==> config.mk <==
export PLATFORM = sky130hd
export DESIGN_NAME = sumator_cla_pipe
export DESIGN_NICKNAME = d
export VERILOG_FILES = /design/src/rtl/sumator_pkg.sv /design/src/rtl/cla4_pg_slice.sv /design/src/rtl/sumator_cla_pipe.sv
export SDC_FILE = /design/constraint.sdc
export NUM_CORES = 1
export LEC_CHECK = 0
export ABC_AREA = 1
export CORE_MARGIN = 2
export CORE_UTILIZATION = 55
export CTS_CLUSTER_DIAMETER = 60
export CTS_CLUSTER_SIZE = 14
export DETAILED_ROUTE_END_ITERATION = 6
export PLACE_DENSITY = 0.9
export SLEW_MARGIN = 20
export SYNTH_ARGS = -nofsm -noshare
export SYNTH_HDL_FRONTEND = slang
export SYNTH_SLANG_ARGS = --single-unit
==> constraint.sdc <==
create_clock -name clk -period 6 [get_ports clk]
set_input_delay 0.6 -clock clk [delete_from_list [all_inputs] [get_ports clk]]
set_output_delay 0.6 -clock clk [all_outputs]
set_load 0.03 [all_outputs]
==> src/rtl/sumator_pkg.sv <==
// Shared definitions for the pipelined lookahead adder: slice width and the
// propagate/generate helpers used inside a slice and across slices of a stage.
package sumator_pkg;

    localparam int SLICE_BITS = 4;
    localparam int MAX_SLICES = 16;

    typedef struct packed {
        logic p;
        logic g;
    } pg_t;

    // Group P is the AND of inclusive-OR propagates, which is sufficient for carries.
    function automatic pg_t slice_pg(input logic [3:0] a, input logic [3:0] b);
        logic [3:0] pi;
        logic [3:0] gi;
        pg_t        r;
        pi  = a | b;
        gi  = a & b;
        r.p = &pi;
        r.g = gi[3] | (pi[3] & gi[2]) | (pi[3] & pi[2] & gi[1])
            | (pi[3] & pi[2] & pi[1] & gi[0]);
        return r;
    endfunction

    function automatic logic group_carry(input logic [MAX_SLICES-1:0] p,
                                         input logic [MAX_SLICES-1:0] g,
                                         input logic                  cin,
                                         input int                    n);
        logic c;
        c = cin;
        for (int i = 0; i < MAX_SLICES; i++) begin
            if (i < n) c = g[i] | (p[i] & c);
        end
        return c;
    endfunction

endpackage

==> src/rtl/cla4_pg_slice.sv <==
// Combinational 4-bit carry-lookahead slice exporting group propagate/generate.
module cla4_pg_slice
    import sumator_pkg::*;
(
    input  logic [3:0] a,
    input  logic [3:0] b,
    input  logic       cin,
    output logic [3:0] sum,
    output logic       p,
    output logic       g
);

    logic [3:0] pi;
    logic [3:0] gi;
    logic [3:0] c;
    pg_t        pg;

    assign pi   = a | b;
    assign gi   = a & b;
    assign c[0] = cin;
    assign c[1] = gi[0] | (pi[0] & cin);
    assign c[2] = gi[1] | (pi[1] & gi[0]) | (pi[1] & pi[0] & cin);
    assign c[3] = gi[2] | (pi[2] & gi[1]) | (pi[2] & pi[1] & gi[0])
                | (pi[2] & pi[1] & pi[0] & cin);
    assign sum  = a ^ b ^ c;
    assign pg   = slice_pg(a, b);
    assign p    = pg.p;
    assign g    = pg.g;

endmodule

==> src/rtl/sumator_cla_pipe.sv <==
// Pipelined adder/subtractor: each stage resolves STAGE_BITS bits with 4-bit
// lookahead slices and hands its carry to the next stage; one global stall.
module sumator_cla_pipe
    import sumator_pkg::*;
#(
    parameter int WIDTH      = 16,
    parameter int STAGE_BITS = 8
) (
    input  logic             clk,
    input  logic             rst_n,
    input  logic             in_valid,
    output logic             in_ready,
    input  logic [WIDTH-1:0] a,
    input  logic [WIDTH-1:0] b,
    input  logic             sub,
    output logic             out_valid,
    input  logic             out_ready,
    output logic [WIDTH-1:0] sum,
    output logic             cout,
    output logic             ovf,
    output logic             zero
);

    localparam int L  = WIDTH / STAGE_BITS;
    localparam int NS = STAGE_BITS / SLICE_BITS;
    localparam logic [WIDTH-1:0] STAGE_MASK = WIDTH'({STAGE_BITS{1'b1}});

    logic             advance;
    logic             vld_p [L];
    logic [WIDTH-1:0] sum_p [L];
    logic [WIDTH-1:0] a_p   [L];
    logic [WIDTH-1:0] b_p   [L];
    logic             cy_p  [L];
    logic             cm_p  [L];
    logic             zero_p;

    logic             vin_c   [L];
    logic [WIDTH-1:0] sa_c    [L];
    logic [WIDTH-1:0] sb_c    [L];
    logic [WIDTH-1:0] sin_c   [L];
    logic [WIDTH-1:0] snext_c [L];
    logic             cin_c   [L];
    logic             cout_c  [L];
    logic             cm_c    [L];

    assign advance  = ~vld_p[L-1] | out_ready;
    assign in_ready = advance;

    for (genvar k = 0; k < L; k++) begin : g_stage
        logic [NS-1:0]         p;
        logic [NS-1:0]         g;
        logic [NS-1:0]         c;
        logic [STAGE_BITS-1:0] s;

        if (k == 0) begin : g_head
            assign vin_c[k] = in_valid;
            assign sa_c[k]  = a;
            assign sb_c[k]  = sub ? ~b : b;
            assign cin_c[k] = sub;
            assign sin_c[k] = '0;
        end else begin : g_body
            assign vin_c[k] = vld_p[k-1];
            assign sa_c[k]  = a_p[k-1];
            assign sb_c[k]  = b_p[k-1];
            assign cin_c[k] = cy_p[k-1];
            assign sin_c[k] = sum_p[k-1];
        end

        for (genvar j = 0; j < NS; j++) begin : g_slice
            assign c[j] = group_carry(MAX_SLICES'(p), MAX_SLICES'(g), cin_c[k], j);
            cla4_pg_slice u_slice (
                .a   (sa_c[k][k*STAGE_BITS + j*SLICE_BITS +: SLICE_BITS]),
                .b   (sb_c[k][k*STAGE_BITS + j*SLICE_BITS +: SLICE_BITS]),
                .cin (c[j]),
                .sum (s[j*SLICE_BITS +: SLICE_BITS]),
                .p   (p[j]),
                .g   (g[j])
            );
        end

        assign cout_c[k]  = group_carry(MAX_SLICES'(p), MAX_SLICES'(g), cin_c[k], NS);
        // Carry into this stage's top bit recovered from its sum bit.
        assign cm_c[k]    = s[STAGE_BITS-1] ^ sa_c[k][k*STAGE_BITS + STAGE_BITS-1]
                          ^ sb_c[k][k*STAGE_BITS + STAGE_BITS-1];
        assign snext_c[k] = (sin_c[k] & ~(STAGE_MASK << (k*STAGE_BITS)))
                          | (WIDTH'(s) << (k*STAGE_BITS));
    end

    // Stage registers: valid and flags are reset; payload loads only with a valid beat.
    always_ff @(posedge clk or negedge rst_n) begin
        if (!rst_n) begin
            for (int k = 0; k < L; k++) begin
                vld_p[k] <= 1'b0;
                sum_p[k] <= '0;
                cy_p[k]  <= 1'b0;
                cm_p[k]  <= 1'b0;
            end
            zero_p <= 1'b0;
        end else if (advance) begin
            for (int k = 0; k < L; k++) begin
                vld_p[k] <= vin_c[k];
                if (vin_c[k]) begin
                    sum_p[k] <= snext_c[k];
                    cy_p[k]  <= cout_c[k];
                    cm_p[k]  <= cm_c[k];
                end
            end
            if (vin_c[L-1]) zero_p <= (snext_c[L-1] == '0);
        end
    end

    always_ff @(posedge clk) begin
        if (advance) begin
            for (int k = 0; k < L; k++) begin
                if (vin_c[k]) begin
                    a_p[k] <= sa_c[k];
                    b_p[k] <= sb_c[k];
                end
            end
        end
    end

    assign out_valid = vld_p[L-1];
    assign sum       = sum_p[L-1];
    assign cout      = cy_p[L-1];
    assign ovf       = cm_p[L-1] ^ cy_p[L-1];
    assign zero      = zero_p;

endmodule

; Word-level counts from Yosys, hierarchy flattened
; Memory sizes are Yosys's and may differ from the RTL's.
; Cells that the tools add are included.
[classes]
eq_ne = 0
n_shift = 0
multipliers = 0
muxes = 7
n_bitwise = 123
div_mod_pow = 0
n_reduce_logical = 7
n_addsub = 0
order_cmp = 0
[ops]
columns = operator, n
row1 = AND 1 bit, 60
row2 = bitwise OR 1 bit, 41
row3 = bitwise XOR 4 bit, 8
row4 = AND 4 bit, 4
row5 = logical NOT 16 bit, 1
row6 = two-way mux 16 bit, 1
row7 = inverter 16 bit, 1
row8 = bitwise OR 4 bit, 4
row9 = bitwise OR 8 x 16 -> 16 bit, 1
row10 = AND reduction 4 bit, 4
row11 = two-way mux 1 bit, 6
row12 = AND reduction 2 bit, 2
row13 = bitwise XOR 1 bit, 3
row14 = inverter 1 bit, 1
[word_totals]
latchBits = 0
mem_count = 2
input_bits = 37
ramBits = 64
mem_bits_ro = 0
elab_cells = 147
reg_bits = 30
output_inout_bits = 21
[mem_list]
columns = name, depth, width, rd, rd_clocked_by_memory_dff, wr, line
row1 = a_p, 2, 16, 1, 0, 2, sumator_cla_pipe.sv:31  ; logic [WIDTH-1:0] a_p [L];
row2 = b_p, 2, 16, 1, 0, 2, sumator_cla_pipe.sv:32  ; logic [WIDTH-1:0] b_p [L];

; Logic depth before layout (Yosys ltp)
; An unclocked memory read counts as a cell.
[depth]
depth_word = 12
ltp_mapped = 15
ltp_nobuf = 15

; By module
; A second synthesis with hierarchy kept.
[hier_totals]
cells_unflattened = 379
hier_area_um2 = 3139.3
[modules_own_cells]
columns = mod, area_per_inst_um2, n_inst, cells_each
row1 = sumator_cla_pipe, 1938.1, 1, 193
row2 = cla4_pg_slice (g_stage[1].g_slice[0].u_slice ...), 304.0, 2, 48
row3 = cla4_pg_slice (g_stage[0].g_slice[0].u_slice ...), 296.5, 2, 45

; Worst setup path after synthesis
; Ideal clock, no wire load.
[synth_timing]
path_kind = input to register
start = input port sub
end = register sum_p, in the netlist sin_c[5]
setup_slack_ns = 3.683
arrival_ns = 2.235
t_required_ns = 5.917
n_path_buf = 2
stages = 11
cell_sequence = buf_6 > buf_4 > xnor2_1 > ha_1 > inv_1 > nand4_1 > nand4_1 > inv_1 > fa_1 > xor2_1 > o21ai_0
[synth_via]
elab_chain_cells = 10
[synth_rtl]
columns = element, line
row1 = "start, declared", sumator_cla_pipe.sv:15  ; input logic sub,
row2 = two-way mux 16 bit, sumator_cla_pipe.sv:58  ; assign sb_c[k] = sub ? ~b : b;
row3 = bitwise OR 4 bit / AND 4 bit (equally long branches), n/a
row4 = AND 1 bit (on tied branches), "sumator_pkg.sv:21, sumator_pkg.sv:22"
row5 = bitwise OR 1 bit (tied with other cells), sumator_pkg.sv:21  ; r.g = gi[3] | (pi[3] & gi[2]) | (pi[3] & pi[2] & gi[1])
row6 = bitwise OR 1 bit / AND 1 bit (equally long branches), "sumator_pkg.sv:21, sumator_pkg.sv:22"
row7 = bitwise OR 1 bit, sumator_pkg.sv:22  ; | (pi[3] & pi[2] & pi[1] & gi[0]);
row8 = bitwise OR 1 bit, sumator_pkg.sv:33  ; if (i < n) c = g[i] | (p[i] & c);
row9 = AND 1 bit, cla4_pg_slice.sv:21  ; assign c[1] = gi[0] | (pi[0] & cin);
row10 = bitwise OR 1 bit, cla4_pg_slice.sv:21
row11 = bitwise XOR 4 bit (*), cla4_pg_slice.sv:25  ; assign sum = a ^ b ^ c;
row12 = "end signal, assigned by index", sumator_cla_pipe.sv:103  ; sum_p[k] <= snext_c[k];
row13 = "end, declared", sumator_cla_pipe.sv:30  ; logic [WIDTH-1:0] sum_p [L];
; Mark *: on every way between the ends. The rest lies on a longest branch, timed or not.
; A chain may end at the register's enable or synchronous reset.

; Final worst setup path
; Same ends and word-level chain as after synthesis.

==> flow_summary.toml <==
[status]
run_status = "finished, final reports clean"

[clock_network]
cts.htree.levels = 2
cts_max_path_buffers = 2
cts_tree = "yes"
cts_sink_cnt = 46
clock_latency_reported_for_the_late_side_of_the_worst_skew_pair_ns = 0.31
cts.root.buffer_cell = "sky130_fd_sc_hd__clkbuf_8"
clkTransAtPathRegs_ns = 0.09
postCtsSetupBuffers = 0
postCtsHoldBufs = 0
cts-buffers-inserted = 5
cts-resized-gates = 0

[timing]
setup-violations-final = 0
timing.fmax_ghz = 0.3042
maxSlewViolCount = 0
post-route-period-util = 0.5479
timing.clock.skew_ns = 0.009718
setup-tns-final_ns = 0
grt_setup_unrepaired = "no"
timing.final.crit_period_ns = 3.288
max_slew.worst_pin.slew_ns = 1.020
slew-limit-headroom = 0.3179
report.final.hold_viol_count = 0

[drt]
firstDrtPassIters = 4
routed_wire_length_per_instance_um = 11.42
drcViolationCount = 0
drt_iter0_drc = 149
dr_total_vias = 2145
final_antenna_net_count = 0
route.final.wire_length_um = 5072
via_per_inst = 4.831

[place]
detailed_place_hpwl_um = 4043
placed_cell_area_sq_um = 3452
globalplace.congestion = 0.8106
placement.io_buffers = 57

[layout]
final-seq-area_sq_um = 1231
multi_input_area_sq_um = 1331
area_delta_synth_final_pct = 25.47
final_layout_size_suffix_gt1_frac = 0.04545
final_nets = 445
fillers = 387
final_cell_area_sq_um = 3545
num_antenna_cells = 0

[pwr]
powerDensity_nw_per_um2 = 305.2
p_total_uw = 1082
static-leakage-power_uw = 0.001760
vdd.ir_drop.worst_uv = 164.2

[floorplan]
fp-row-count = 26
core_sq_um = 5042
die_height_um = 75.67
initial_core_util = 0.5603
top_level_ports = 58
dieArea_sq_um = 5726
chipWidth_um = 75.67

[grt]
grt_pass1_vias = 1985
grt_antenna_before_repair = 0
largest_net_degree_at_the_start_of_global_routing = 31
grt_pass1_wl_um = 8521
grt_overflow = 0
global_route.usage.total = 0.1990

[logic_synthesis]
yosys_warnings = 0
netlist_instances = 314
synth-async-reset-ratio = 0.6522
ys_ff_latch = 46
ys_seq_area_frac = 0.4358
netlist-cell-type-count = 29
synth_area_leader_cell = "sky130_fd_sc_hd__dfrtp_1"
area_contributors_post_synth = "sky130_fd_sc_hd__dfrtp_1, sky130_fd_sc_hd__edfxtp_1, sky130_fd_sc_hd__ha_1"
post_synth.cell_area_avg_sq_um = 8.997
synth_edf_count = 16
top_cells_by_instance_count_after_synthesis = "sky130_fd_sc_hd__nand2_1, sky130_fd_sc_hd__inv_1, sky130_fd_sc_hd__ha_1, sky130_fd_sc_hd__dfrtp_1, sky130_fd_sc_hd__nor2_1"
syn_area_sq_um = 2825
yosysMostFrequentCell = "sky130_fd_sc_hd__nand2_1"
synthFlopType = "sky130_fd_sc_hd__dfrtp_1"
synthesis.nets = 386
netlist.area_leader.share = 0.2657

[setup_path]
worst_ep_arrival_time_ns = 3.50
timing.setup.critical_path_class = "in -> reg"
endpoint = "sin_c[5]"
startpoint = "sub"
worst_r2r_endpoint = "zero"
rr_worst_depth = 15
internal_reg_to_reg_setup_slack_ns = 3.78
cp.required_ns = 6.21
setup.worst_path.start_class = "input port"
crit_fanout = 19
r2r-start = "a_p[0][8]"
worstSetupEndpointType = "flip-flop"

[job]
cap_viol_max_count = 0

[worst_hold_path]
number_of_cells_traversed_by_the_worst_hold_path = 2
min-delay-path-class = "reg -> reg"
holdCritStartpoint = "sum[11]"
[per-stage QoR]
| step | hold slack (ns) | std cells | util | worst slack (ns) |
|---|---|---|---|---|
| 3_5_place_dp | 0.4668 | 436 | 0.6846 | 2.410 |
| 6_report | 0.4868 | 444 | 0.7030 | 2.712 |
| 4_1_cts | 0.4903 | 444 | 0.7030 | 2.710 |
| 2_1_floorplan | 0.3044 | 314 | - | 3.683 |
| 5_1_grt | 0.5087 | 444 | 0.7030 | 2.444 |
| 3_3_place_gp | 0.4579 | 436 | 0.6846 | 2.582 |
[layout by cell type, fill, tap and decap left out, types with 2 or more instances in the layout]
cell type,n
sky130_fd_sc_hd__inv_1,57
sky130_fd_sc_hd__xnor2_1,11
sky130_fd_sc_hd__edfxtp_1,16
sky130_fd_sc_hd__o21ai_0,16
sky130_fd_sc_hd__nand2_1,69
sky130_fd_sc_hd__fa_1,3
sky130_fd_sc_hd__o21ai_1,2
sky130_fd_sc_hd__nand3b_1,3
sky130_fd_sc_hd__nor3_1,4
sky130_fd_sc_hd__ha_1,32
sky130_fd_sc_hd__dfrtp_1,30
sky130_fd_sc_hd__a21oi_1,2
sky130_fd_sc_hd__xor2_1,15
sky130_fd_sc_hd__clkbuf_8,5
sky130_fd_sc_hd__nand3_1,13
sky130_fd_sc_hd__inv_4,2
sky130_fd_sc_hd__nand2_2,3
sky130_fd_sc_hd__a21o_1,2
sky130_fd_sc_hd__nor2_1,20
sky130_fd_sc_hd__clkdlybuf4s50_1,57
sky130_fd_sc_hd__nand4_1,2
[power by group]
group,switching [uW],internal (uW),total (uW),leakage [uW]
combinational,252,184,436,0.00119
clock,114,84.5,199,0.0000491
sequential,47.0,400,447,0.000519
total,413,668,1080,0.00176
[worst max-delay path: stages]
cell,delay [ns]
sky130_fd_sc_hd__clkdlybuf4s50_1,1.15
sky130_fd_sc_hd__xnor2_1,0.23
sky130_fd_sc_hd__ha_1,0.25
sky130_fd_sc_hd__nor2_1,0.17
sky130_fd_sc_hd__nand4_1,0.10
sky130_fd_sc_hd__nand4_1,0.17
sky130_fd_sc_hd__inv_1,0.07
sky130_fd_sc_hd__fa_1,0.37
sky130_fd_sc_hd__xor2_1,0.17
sky130_fd_sc_hd__o21ai_0,0.22
[cells by family after synthesis]
logic type,synth area share
simple gates,0.1754
buf+inv,0.09301
flops,0.4358
fa+ha+maj,0.1630
compound gates,0.05226
xor+xnor,0.08060
[metal layers]
layer,part of all wire,vias up,routed length [um],global-route usage
li1,-,1092,-,-
met1,0.44,971,2226,0.2515
met2,0.49,65,2487,0.3275
met3,0.041,17,206,0.04233
met4,0.030,0,153,0.09357
met5,0,-,0,0
[flip-flops by register name, summed over array words and instances, names as in the netlist]
| register | cells |
|---|---|
| a_p | 8 |
| b_p | 8 |
| out_valid | 1 |
| vin_c | 1 |
| sum | 16 |
| cout | 1 |
| zero | 1 |
| cm_p | 1 |
| sin_c | 8 |
| cin_c | 1 |
[worst min-delay path by stage]
stage / endpoint / slack [ns]
finish: sum[11] / 0.49
global route: sum[2] / 0.51
CTS: sum[11] / 0.49
detailed placement: sum[11] / 0.47
global placement: out_valid / 0.46
floorplan: cin_c[0] / 0.30
[final cells by class]
cell class	instances	share of cell area
Clock buffer	5	0.01941
Inverter	59	0.06318
Tap cell	70	0.02471
Clock inverter	3	0.006707
Sequential cell	46	0.3473
Timing Repair Buffer	58	0.1631
Multi-Input combinational cell	203	0.3756
No activity file was read; power rests on OpenSTA's default activity.
